File: src/rtl/bram_stream_reader_if.sv
// ============================================================================
// Module      : bram_stream_reader_if
// Description : Valid/ready stream carrying data words with a last flag.
// Revision    : 1.0 - initial release
// ============================================================================
`default_nettype none

interface bram_stream_reader_if #(
    parameter int DATA_WIDTH = 16
);
    logic [DATA_WIDTH-1:0] m_tdata;
    logic                  m_tvalid;
    logic                  m_tready;
    logic                  m_tlast;

    modport master (output m_tdata, output m_tvalid, output m_tlast, input m_tready);
    modport slave  (input m_tdata, input m_tvalid, input m_tlast, output m_tready);
endinterface

`default_nettype wire

File: src/rtl/bram_stream_reader.sv
// ============================================================================
// Module      : bram_stream_reader
// Description : Burst reader for a 1-cycle-latency BRAM, streaming words out
//               through a 2-entry buffer that absorbs the read latency.
// Revision    : 1.0 - initial release
// ============================================================================
`default_nettype none

module bram_stream_reader #(
    parameter int N_ADDR     = 256,
    parameter int DATA_WIDTH = 16,
    localparam int AW        = $clog2(N_ADDR)
) (
    input  wire logic                  clk,
    input  wire logic                  rst_n,
    input  wire logic                  start,
    input  wire logic [AW-1:0]         base,
    input  wire logic [AW:0]           len,
    output logic                       ren,
    output logic [AW-1:0]              radd,
    input  wire logic [DATA_WIDTH-1:0] rdata,
    bram_stream_reader_if.master       m_axis,
    output logic                       busy,
    output logic                       done
);

    typedef enum logic [1:0] {
        S_IDLE  = 2'd0,
        S_READ  = 2'd1,
        S_DRAIN = 2'd2
    } state_t;

    localparam logic [AW:0] c_REM_ONE = (AW+1)'(1);

    state_t                r_state;
    state_t                w_state_next;
    logic [AW-1:0]         r_addr;
    logic [AW:0]           r_remaining;
    logic                  r_inflight;
    logic                  r_inflight_last;
    logic [DATA_WIDTH-1:0] r_head_data;
    logic [DATA_WIDTH-1:0] r_tail_data;
    logic                  r_head_last;
    logic                  r_tail_last;
    logic [1:0]            r_occ;
    logic                  r_done;

    logic                  w_pop;
    logic                  w_push;
    logic                  w_room;
    logic                  w_ren;
    logic                  w_load;
    logic                  w_done_next;

    assign w_pop  = (r_occ != 2'd0) && m_axis.m_tready;
    assign w_push = r_inflight;
    // occupancy + inflight - pop < 2, rearranged to stay unsigned
    assign w_room = ({1'b0, r_occ} + {2'b00, r_inflight}) < (3'd2 + {2'b00, w_pop});

    always_comb begin
        w_state_next = r_state;
        w_ren        = 1'b0;
        w_load       = 1'b0;
        w_done_next  = 1'b0;
        case (r_state)
            S_IDLE: begin
                if (start) begin
                    if (len != '0) begin
                        w_state_next = S_READ;
                        w_load       = 1'b1;
                    end else begin
                        w_done_next  = 1'b1;
                    end
                end
            end
            S_READ: begin
                if ((r_remaining != '0) && w_room) begin
                    w_ren = 1'b1;
                end
                if (w_ren && (r_remaining == c_REM_ONE)) begin
                    w_state_next = S_DRAIN;
                end
            end
            S_DRAIN: begin
                if (w_pop && r_head_last) begin
                    w_state_next = S_IDLE;
                    w_done_next  = 1'b1;
                end
            end
            default: w_state_next = S_IDLE;
        endcase
    end

    always_ff @(posedge clk or negedge rst_n) begin
        if (!rst_n) begin
            r_state         <= S_IDLE;
            r_done          <= 1'b0;
            r_addr          <= '0;
            r_remaining     <= '0;
            r_inflight      <= 1'b0;
            r_inflight_last <= 1'b0;
        end else begin
            r_state         <= w_state_next;
            r_done          <= w_done_next;
            if (w_load) begin
                r_addr      <= base;
                r_remaining <= len;
            end else if (w_ren) begin
                r_addr      <= r_addr + 1'b1;
                r_remaining <= r_remaining - 1'b1;
            end
            r_inflight      <= w_ren;
            r_inflight_last <= w_ren && (r_remaining == c_REM_ONE);
        end
    end

    // Head entry doubles as the output register; tail holds the overflow word.
    always_ff @(posedge clk or negedge rst_n) begin
        if (!rst_n) begin
            r_head_data <= '0;
            r_head_last <= 1'b0;
            r_tail_data <= '0;
            r_tail_last <= 1'b0;
            r_occ       <= 2'd0;
        end else begin
            case ({w_push, w_pop})
                2'b10: begin
                    if (r_occ == 2'd0) begin
                        r_head_data <= rdata;
                        r_head_last <= r_inflight_last;
                    end else begin
                        r_tail_data <= rdata;
                        r_tail_last <= r_inflight_last;
                    end
                    r_occ <= r_occ + 2'd1;
                end
                2'b01: begin
                    if (r_occ == 2'd2) begin
                        r_head_data <= r_tail_data;
                        r_head_last <= r_tail_last;
                    end else begin
                        r_head_last <= 1'b0;
                    end
                    r_occ <= r_occ - 2'd1;
                end
                2'b11: begin
                    if (r_occ == 2'd1) begin
                        r_head_data <= rdata;
                        r_head_last <= r_inflight_last;
                    end else begin
                        r_head_data <= r_tail_data;
                        r_head_last <= r_tail_last;
                        r_tail_data <= rdata;
                        r_tail_last <= r_inflight_last;
                    end
                end
                default: begin
                    r_occ <= r_occ;
                end
            endcase
        end
    end

    assign ren             = w_ren;
    assign radd            = w_ren ? r_addr : '0;
    assign m_axis.m_tdata  = r_head_data;
    assign m_axis.m_tvalid = (r_occ != 2'd0);
    assign m_axis.m_tlast  = r_head_last;
    assign busy            = (r_state != S_IDLE);
    assign done            = r_done;

endmodule

`default_nettype wire

File: src/flat_wrapper.sv
// flat-port wrapper written by rule: the top's interface ports become plain ports
module bram_stream_reader_flat 
#(
    parameter int N_ADDR     = 256,
    parameter int DATA_WIDTH = 16,
    localparam int AW        = $clog2(N_ADDR)
)
  (clk, rst_n, start, base, len, ren, radd, rdata, busy, done, m_axis_m_tdata, m_axis_m_tvalid, m_axis_m_tlast, m_axis_m_tready);
  bram_stream_reader_if #(.DATA_WIDTH(DATA_WIDTH)) m_axis_i ();
  input  wire logic clk;
  input  wire logic rst_n;
  input  wire logic start;
  input  wire logic [AW-1:0] base;
  input  wire logic [AW:0] len;
  output logic ren;
  output logic [AW-1:0] radd;
  input  wire logic [DATA_WIDTH-1:0] rdata;
  output logic busy;
  output logic done;
  output wire logic [$bits(m_axis_i.m_tdata)-1:0] m_axis_m_tdata;
  output wire logic [$bits(m_axis_i.m_tvalid)-1:0] m_axis_m_tvalid;
  output wire logic [$bits(m_axis_i.m_tlast)-1:0] m_axis_m_tlast;
  input wire logic [$bits(m_axis_i.m_tready)-1:0] m_axis_m_tready;
  assign m_axis_m_tdata = m_axis_i.m_tdata;
  assign m_axis_m_tvalid = m_axis_i.m_tvalid;
  assign m_axis_m_tlast = m_axis_i.m_tlast;
  assign m_axis_i.m_tready = m_axis_m_tready;
  bram_stream_reader #(.N_ADDR(N_ADDR), .DATA_WIDTH(DATA_WIDTH)) u_core (.clk(clk), .rst_n(rst_n), .start(start), .base(base), .len(len), .ren(ren), .radd(radd), .rdata(rdata), .m_axis(m_axis_i), .busy(busy), .done(done));
endmodule
File: config.mk
export PLATFORM = sky130hd
export DESIGN_NAME = bram_stream_reader_flat
export DESIGN_NICKNAME = d
export VERILOG_FILES = /design/src/rtl/bram_stream_reader_if.sv /design/src/rtl/bram_stream_reader.sv /design/src/flat_wrapper.sv
export SDC_FILE = /design/constraint.sdc
export NUM_CORES = 1
export LEC_CHECK = 0
export ABC_AREA = 1
export CORE_MARGIN = 3
export CORE_UTILIZATION = 55
export CTS_CLUSTER_SIZE = 12
export DETAILED_ROUTE_END_ITERATION = 16
export DONT_BUFFER_PORTS = 1
export GPL_TIMING_DRIVEN = 0
export PLACE_DENSITY = 0.81
export SLEW_MARGIN = 10
export SYNTH_ARGS = -nofsm -noshare
export SYNTH_HDL_FRONTEND = slang
export SYNTH_SLANG_ARGS = --single-unit
File: constraint.sdc
create_clock -name clk -period 2.2 [get_ports clk]
set_clock_uncertainty 0.15 [all_clocks]
set_input_delay 0.33 -clock clk [delete_from_list [all_inputs] [get_ports clk]]
set_output_delay 0.33 -clock clk [all_outputs]
set_load 0.01 [all_outputs]
# Word-level counts from Yosys, hierarchy flattened
# Index checks and enable logic that the tools add are counted.
dict set report word_totals {
  regBits 58
  input_bits 37
  wordCells 88
}
dict set report classes {
  magnitude_cmp 1
  add_sub_neg 6
  n_reduce_logical 19
  muxes 35
  n_eq_ne 16
}
# cell n
set ops {}
lappend ops {{$mux W16} 5}
lappend ops {{$pmux W16 S3} 1}
lappend ops {{$pmux W16 S2} 1}
lappend ops {{$mux W8} 3}
lappend ops {{$mux W9} 2}
lappend ops {{$reduce_bool A9 Y1} 2}
lappend ops {{$mux W1} 14}
lappend ops {{$ne A2 B1 Y1 const B} 5}
lappend ops {{$reduce_bool A2 Y1} 5}
lappend ops {{$eq A9 B1 Y1 const B} 1}
lappend ops {{$sub A9 B1 Y9 const B} 1}
lappend ops {{$add A8 B1 Y8 const B} 1}
lappend ops {{$eq A2 B2 Y1 const B} 4}
lappend ops {{$mux W2} 4}
lappend ops {{$eq A2 B1 Y1 const B} 3}
lappend ops {{$ne A2 B2 Y1 const B} 3}
lappend ops {{$pmux W2 S3} 1}
lappend ops {{$reduce_and A3 Y1} 2}
lappend ops {{$logic_and A1 B1 Y1} 5}
lappend ops {{$logic_not A2 Y1} 2}
lappend ops {{$pmux W1 S2} 2}
lappend ops {{$pmux W2 S2} 1}
lappend ops {{$reduce_and A4 Y1} 1}
lappend ops {{$add A2 B1 Y3} 1}
lappend ops {{7 further kinds} 7}

# Logic depth before layout (Yosys ltp)
dict set report logic_depth {
  depth_word 10
  depth_mapped 14
}

# Worst setup path after synthesis
# Ideal clock, no wire load.
dict set report synth_path {
  path_type {register -> register}
  startpoint {register u_core.r_occ[0]}
  endpoint {register u_core.r_head_data[0], in the netlist u_core.m_axis.m_tdata[0]}
  t_arrival_ns 1.926
  setup_slack_ns -0.006
  path_stages_with_launch 14
  n_path_buf 2
  period_less_slack_ns 2.206
  path_cell_list {dfrtp_1 > inv_1 > ha_1 > inv_2 > nand2_1 > inv_1 > ha_1 > buf_2 > inv_1 > o21ai_2 > buf_2 > o21ai_0 > nand2_1 > o21ai_0}
}
dict set report synth_between {
  elab_chain_len 5
}
# element line_no
set synth_lines {}
lappend synth_lines {{start, declared} bram_stream_reader.sv:45} ;# logic [1:0] r_occ;
lappend synth_lines {{start signal, assigned} bram_stream_reader.sv:135} ;# r_occ <= r_occ + 2'd1;
lappend synth_lines {{start signal, assigned} bram_stream_reader.sv:144} ;# r_occ <= r_occ - 2'd1;
lappend synth_lines {{start signal, assigned} bram_stream_reader.sv:158} ;# r_occ <= r_occ;
lappend synth_lines {{$reduce_bool A2 Y1 (*)} --}
lappend synth_lines {{via m_axis_m_tvalid} flat_wrapper.sv:21} ;# output wire logic [$bits(m_axis_i.m_tvalid)-1:0] m_axis_m_tvalid;
lappend synth_lines {{$logic_and A1 B1 Y1 (*)} bram_stream_reader.sv:55} ;# assign w_pop = (r_occ != 2'd0) && m_axis.m_tready;
lappend synth_lines {{$eq A2 B1 Y1 or $eq A2 B2 Y1 (tied branches)} bram_stream_reader.sv:126} ;# case ({w_push, w_pop})
lappend synth_lines {{$ne A2 B1 Y1 (no line) or $reduce_bool A3 Y1 (tied branches)} --}
lappend synth_lines {{$reduce_and A3 Y1 (no line)} --}
lappend synth_lines {{end signal, assigned} bram_stream_reader.sv:129} ;# r_head_data <= rdata;
lappend synth_lines {{end signal, assigned} bram_stream_reader.sv:139} ;# r_head_data <= r_tail_data;
lappend synth_lines {{end signal, assigned} bram_stream_reader.sv:148} ;# r_head_data <= rdata;
lappend synth_lines {{end, declared} bram_stream_reader.sv:41} ;# logic [DATA_WIDTH-1:0] r_head_data;
# Mark *: on every way through the listed nets, which the timed path passes. The rest lies on a longest branch.
# A chain may end at the register's enable or synchronous reset.

# Final worst setup path
dict set report layout_path {
  startpoint {register u_core.r_occ[0]}
  endpoint {register u_core.r_tail_data[12]}
}
dict set report layout_between {
  elab_chain_len 5
}
# element line_no
set layout_lines {}
lappend layout_lines {{$reduce_bool A2 Y1 (*)} --}
lappend layout_lines {{via m_axis_m_tvalid} flat_wrapper.sv:21}
lappend layout_lines {{$logic_and A1 B1 Y1 (*)} bram_stream_reader.sv:55}
lappend layout_lines {{$eq A2 B2 Y1} bram_stream_reader.sv:126}
lappend layout_lines {{$ne A2 B2 Y1 (no line) or $reduce_bool A2 Y1 (tied branches)} --}
lappend layout_lines {{$reduce_and A3 Y1 (no line)} --}
lappend layout_lines {{end signal, assigned} bram_stream_reader.sv:132} ;# r_tail_data <= rdata;
lappend layout_lines {{end signal, assigned} bram_stream_reader.sv:153} ;# r_tail_data <= rdata;
lappend layout_lines {{end, declared} bram_stream_reader.sv:42} ;# logic [DATA_WIDTH-1:0] r_tail_data;
# Marks and branches as above.

==> impl_metrics.py <==
metrics = {
    "grt": {
        "grt_pass1_vias": 3092,
        "grt_max_degree": 59,
        "overflow": 0,
        "antenna_found_initial": 0,
        "grt_pass1_wl_mm": 14.2,
        "gr-usage-all-layers": 0.246,
    },
    "timing": {
        "hold_viol_final": 0,
        "max_freq_mhz": 450,
        "period_minus_slack_ns": 2.22,
        "setup_viol": 1,
        "rsz0062_at_grt": "true",
        "finalWorstSetupSlack_ns": -0.0218,
        "maxSlewHeadroom": 0.738,
        "fin_crit_sh": 1.01,
        "worst_pin_slew_ns": 0.393,
        "drv_slew": 0,
        "setup_tns_ns": -0.0218,
    },
    "floorplanning": {
        "rows": 28,
        "start_util": 0.575,
        "die_area_um2": 7250,
        "core_um2": 5990,
        "die_width_um": 85.1,
        "die_h_um": 85.1,
        "io_pins": 66,
    },
    "synthesis": {
        "yosysSeqAreaShare": 0.422,
        "synth_top_area_frac": 0.422,
        "syn_area_um2": 3440,
        "yosys.cell_types.count": 28,
        "synth_warnings": 0,
        "synth.avg_cell_area_um2": 7.30,
        "postSynthCellCount": 472,
        "yosys.area.top_type": "dfrtp_1",
        "synth-seq-cells": 58,
        "synth_nets": 522,
        "yosys-top-cells-area": "dfrtp_1, nand2_1, o21ai_0",
    },
    "clocking": {
        "cts.sinks": 58,
        "cts_root_buffer": "clkbuf_8",
        "clkLatencyLatePin_ns": 0.34,
        "clkTransAtPathRegs_ns": 0.07,
        "clock_path_buffers": 2,
        "cts_inserted_buffers": 9,
        "cts_tree": "yes",
        "ctsHtreeMaxLevel": 3,
    },
    "finish": {
        "nNetsFinal": 567,
        "register_area_um2": 1450,
        "multiInputGateArea_um2": 1800,
        "design_area_um2": 4380,
        "insertedDiodeCount": 0,
        "area_growth_pct": 27.2,
        "fillers": 430,
        "drive_above_1_share": 0.190,
    },
    "power_and_ir_drop": {
        "switching_share": 0.452,
        "p_sw_mw": 3.31,
        "comb_power_share": 0.595,
        "p_leak_nw": 2.18,
        "clkPwrFrac": 0.135,
        "pwr-share-seq": 0.270,
        "intPower_mw": 4.01,
        "peakVddDrop_v": 0.000865,
        "powerDensity_nw_per_um2": 1670,
    },
    "placed_design": {
        "dpl_worst_slack_ns": -0.441,
        "io_buffers": 0,
        "routabilityCongestion": 0.913,
        "hpwl_mm": 5.78,
        "placed_area_um2": 3540,
    },
    "detailed_routing": {
        "firstDrtPassIters": 4,
        "antenna_left": 0,
        "vias": 3246,
        "wl_per_cell_um": 15.0,
        "routed_wl_mm": 8.96,
        "drt_iter0_markers": 134,
        "route.detailed.drc": 0,
        "via_per_inst": 5.44,
    },
    "hold_path": {
        "hold_class": "primary input to register",
        "holdPathStages": 2,
    },
    "setup_path": {
        "crit_path_start_kind": "register",
        "arrival_ns": 2.31,
        "rr_worst_depth": 13,
        "crit_required_ns": 2.29,
        "cp-end-kind": "register",
        "critPathKind": "register to register",
        "crit_path_max_fanout": 10,
    },
    "outcome": {
        "status": "finished with violations",
        "failed_checks": "negative setup slack",
    },
    "job": {
        "drv_cap": 0,
    },
}
[timing repair]
item                                    CTS  global route
pin swaps                                 8             6
hold endpoints to repair                 66             0
buffers inserted                         14             4
endpoints found under the setup margin   44            44
hold buffers                             10             0
cloned                                    2             4
resized for setup                        54            49
[through the flow]
step / util / hold slack [ns] / power (mW) / cells
after floorplan: - / -0.116 / 4.21 / 472
after global placement: 0.591 / -0.114 / 4.78 / 547
after detailed placement: 0.591 / -0.114 / 4.92 / 547
after CTS: 0.701 / 0.00184 / 6.88 / 589
after global routing: 0.731 / 0.000418 / 7.91 / 597
final: 0.731 / 0.000868 / 7.32 / 597
[worst max-delay path: stages (launching register included)]
cell	delay [ns]
dfrtp_1	0.44
inv_2	0.08
ha_4	0.18
clkinv_8	0.08
nand2_8	0.06
inv_4	0.07
ha_4	0.16
inv_1	0.07
nor2_4	0.14
inv_2	0.09
o21ai_2	0.07
o21ai_2	0.14
buf_6	0.18
o21ai_0	0.22
[cell families (layout without fill, tap and decap cells)]
group,count (synthesis),in the layout,share of synthesized area
buf+inv,88,138,0.108
compound gates,79,79,0.121
fa+ha+maj,13,13,0.0472
simple gates,226,226,0.282
flops,58,58,0.422
xor+xnor,8,8,0.0203
[registers in the layout, indices dropped and copies added, names as in the netlist]
| name | cells |
|---|---|
| u_core.r_tail_last | 1 |
| u_core.r_occ | 2 |
| u_core.done | 1 |
| u_core.r_inflight | 1 |
| u_core.r_state | 2 |
| u_core.r_remaining | 9 |
| u_core.r_inflight_last | 1 |
| u_core.m_axis.m_tlast | 1 |
| u_core.m_axis.m_tdata | 16 |
| u_core.r_tail_data | 16 |
| u_core.r_addr | 8 |
[layout by cell type, fill, tap and decap left out, types with 2 or more instances in the layout]
cell,instances
o21ai_1,29
nand2_1,138
inv_4,2
nor2_4,10
inv_2,7
o21ai_0,42
nor2_2,2
nand2_4,2
inv_1,60
clkbuf_16,3
buf_4,18
buf_6,11
nand4_1,3
buf_12,2
xor2_1,7
clkinv_2,3
clkbuf_8,10
dfrtp_1,57
o21ai_2,3
nand2_2,3
nand3_1,42
buf_8,3
nor2_1,19
ha_1,8
dlygate4sd3_1,9
nor3_1,3
buf_2,4
ha_4,5
[synthesized netlist by cell type]
cell	count
nand4_1	3
o21ai_1	11
nor2_2	2
o21ai_2	2
nor2_1	27
or2_1	1
nand3_1	43
o22ai_1	1
o32ai_1	1
clkbuf_1	3
dfrtp_1	58
nand2_2	1
buf_6	3
ha_1	13
buf_4	1
xor2_1	7
a21oi_1	1
a221oi_2	1
nor3_1	3
buf_2	11
inv_1	66
nand2_4	2
nand4_4	1
nand2_1	141
nor2_4	2
inv_2	4
xnor2_1	1
o21ai_0	62
[layout make-up]
class | instances | area share
timing repair buffer | 34 | 0.0854
inverter | 70 | 0.0640
multi-input combinational | 326 | 0.410
clock buffer | 11 | 0.0323
clock inverter | 5 | 0.0123
sequential | 58 | 0.332
tap | 75 | 0.0214
buffer | 18 | 0.0428
[power groups by stage]
stage	Clock, mW	Combinational (mW)	Sequential [mW]
floorplan	0	2.32	1.89
global placement	0	2.82	1.96
detailed placement	0	2.93	1.99
CTS	0.997	3.92	1.96
global route	1.05	4.82	2.04
finish	0.987	4.36	1.98
[routing by layer]
metal	track usage	vias up	wire length (um)
li1	-	1577	-
met1	0.281	1513	3500
met2	0.437	138	4680
met3	0.0806	18	612
met4	0.0719	0	162
met5	0	-	0
[path summary, 6_finish.rpt]
check                                  startpoint                  endpoint  slack, ns
setup / recovery                  u_core.r_occ[0]    u_core.r_tail_data[12]      -0.02
hold / removal                           rdata[0]     u_core.r_tail_data[0]     0.0009
setup reg to reg                  u_core.r_occ[0]    u_core.r_tail_data[12]      -0.02
hold reg to reg            u_core.r_tail_data[15]    u_core.r_tail_data[15]       0.34
max in group asynchronous                   rst_n         u_core.r_inflight       1.25
min in group asynchronous                   rst_n  u_core.m_axis.m_tdata[9]       0.36
Note: power is estimated with default switching activity, not from simulation.
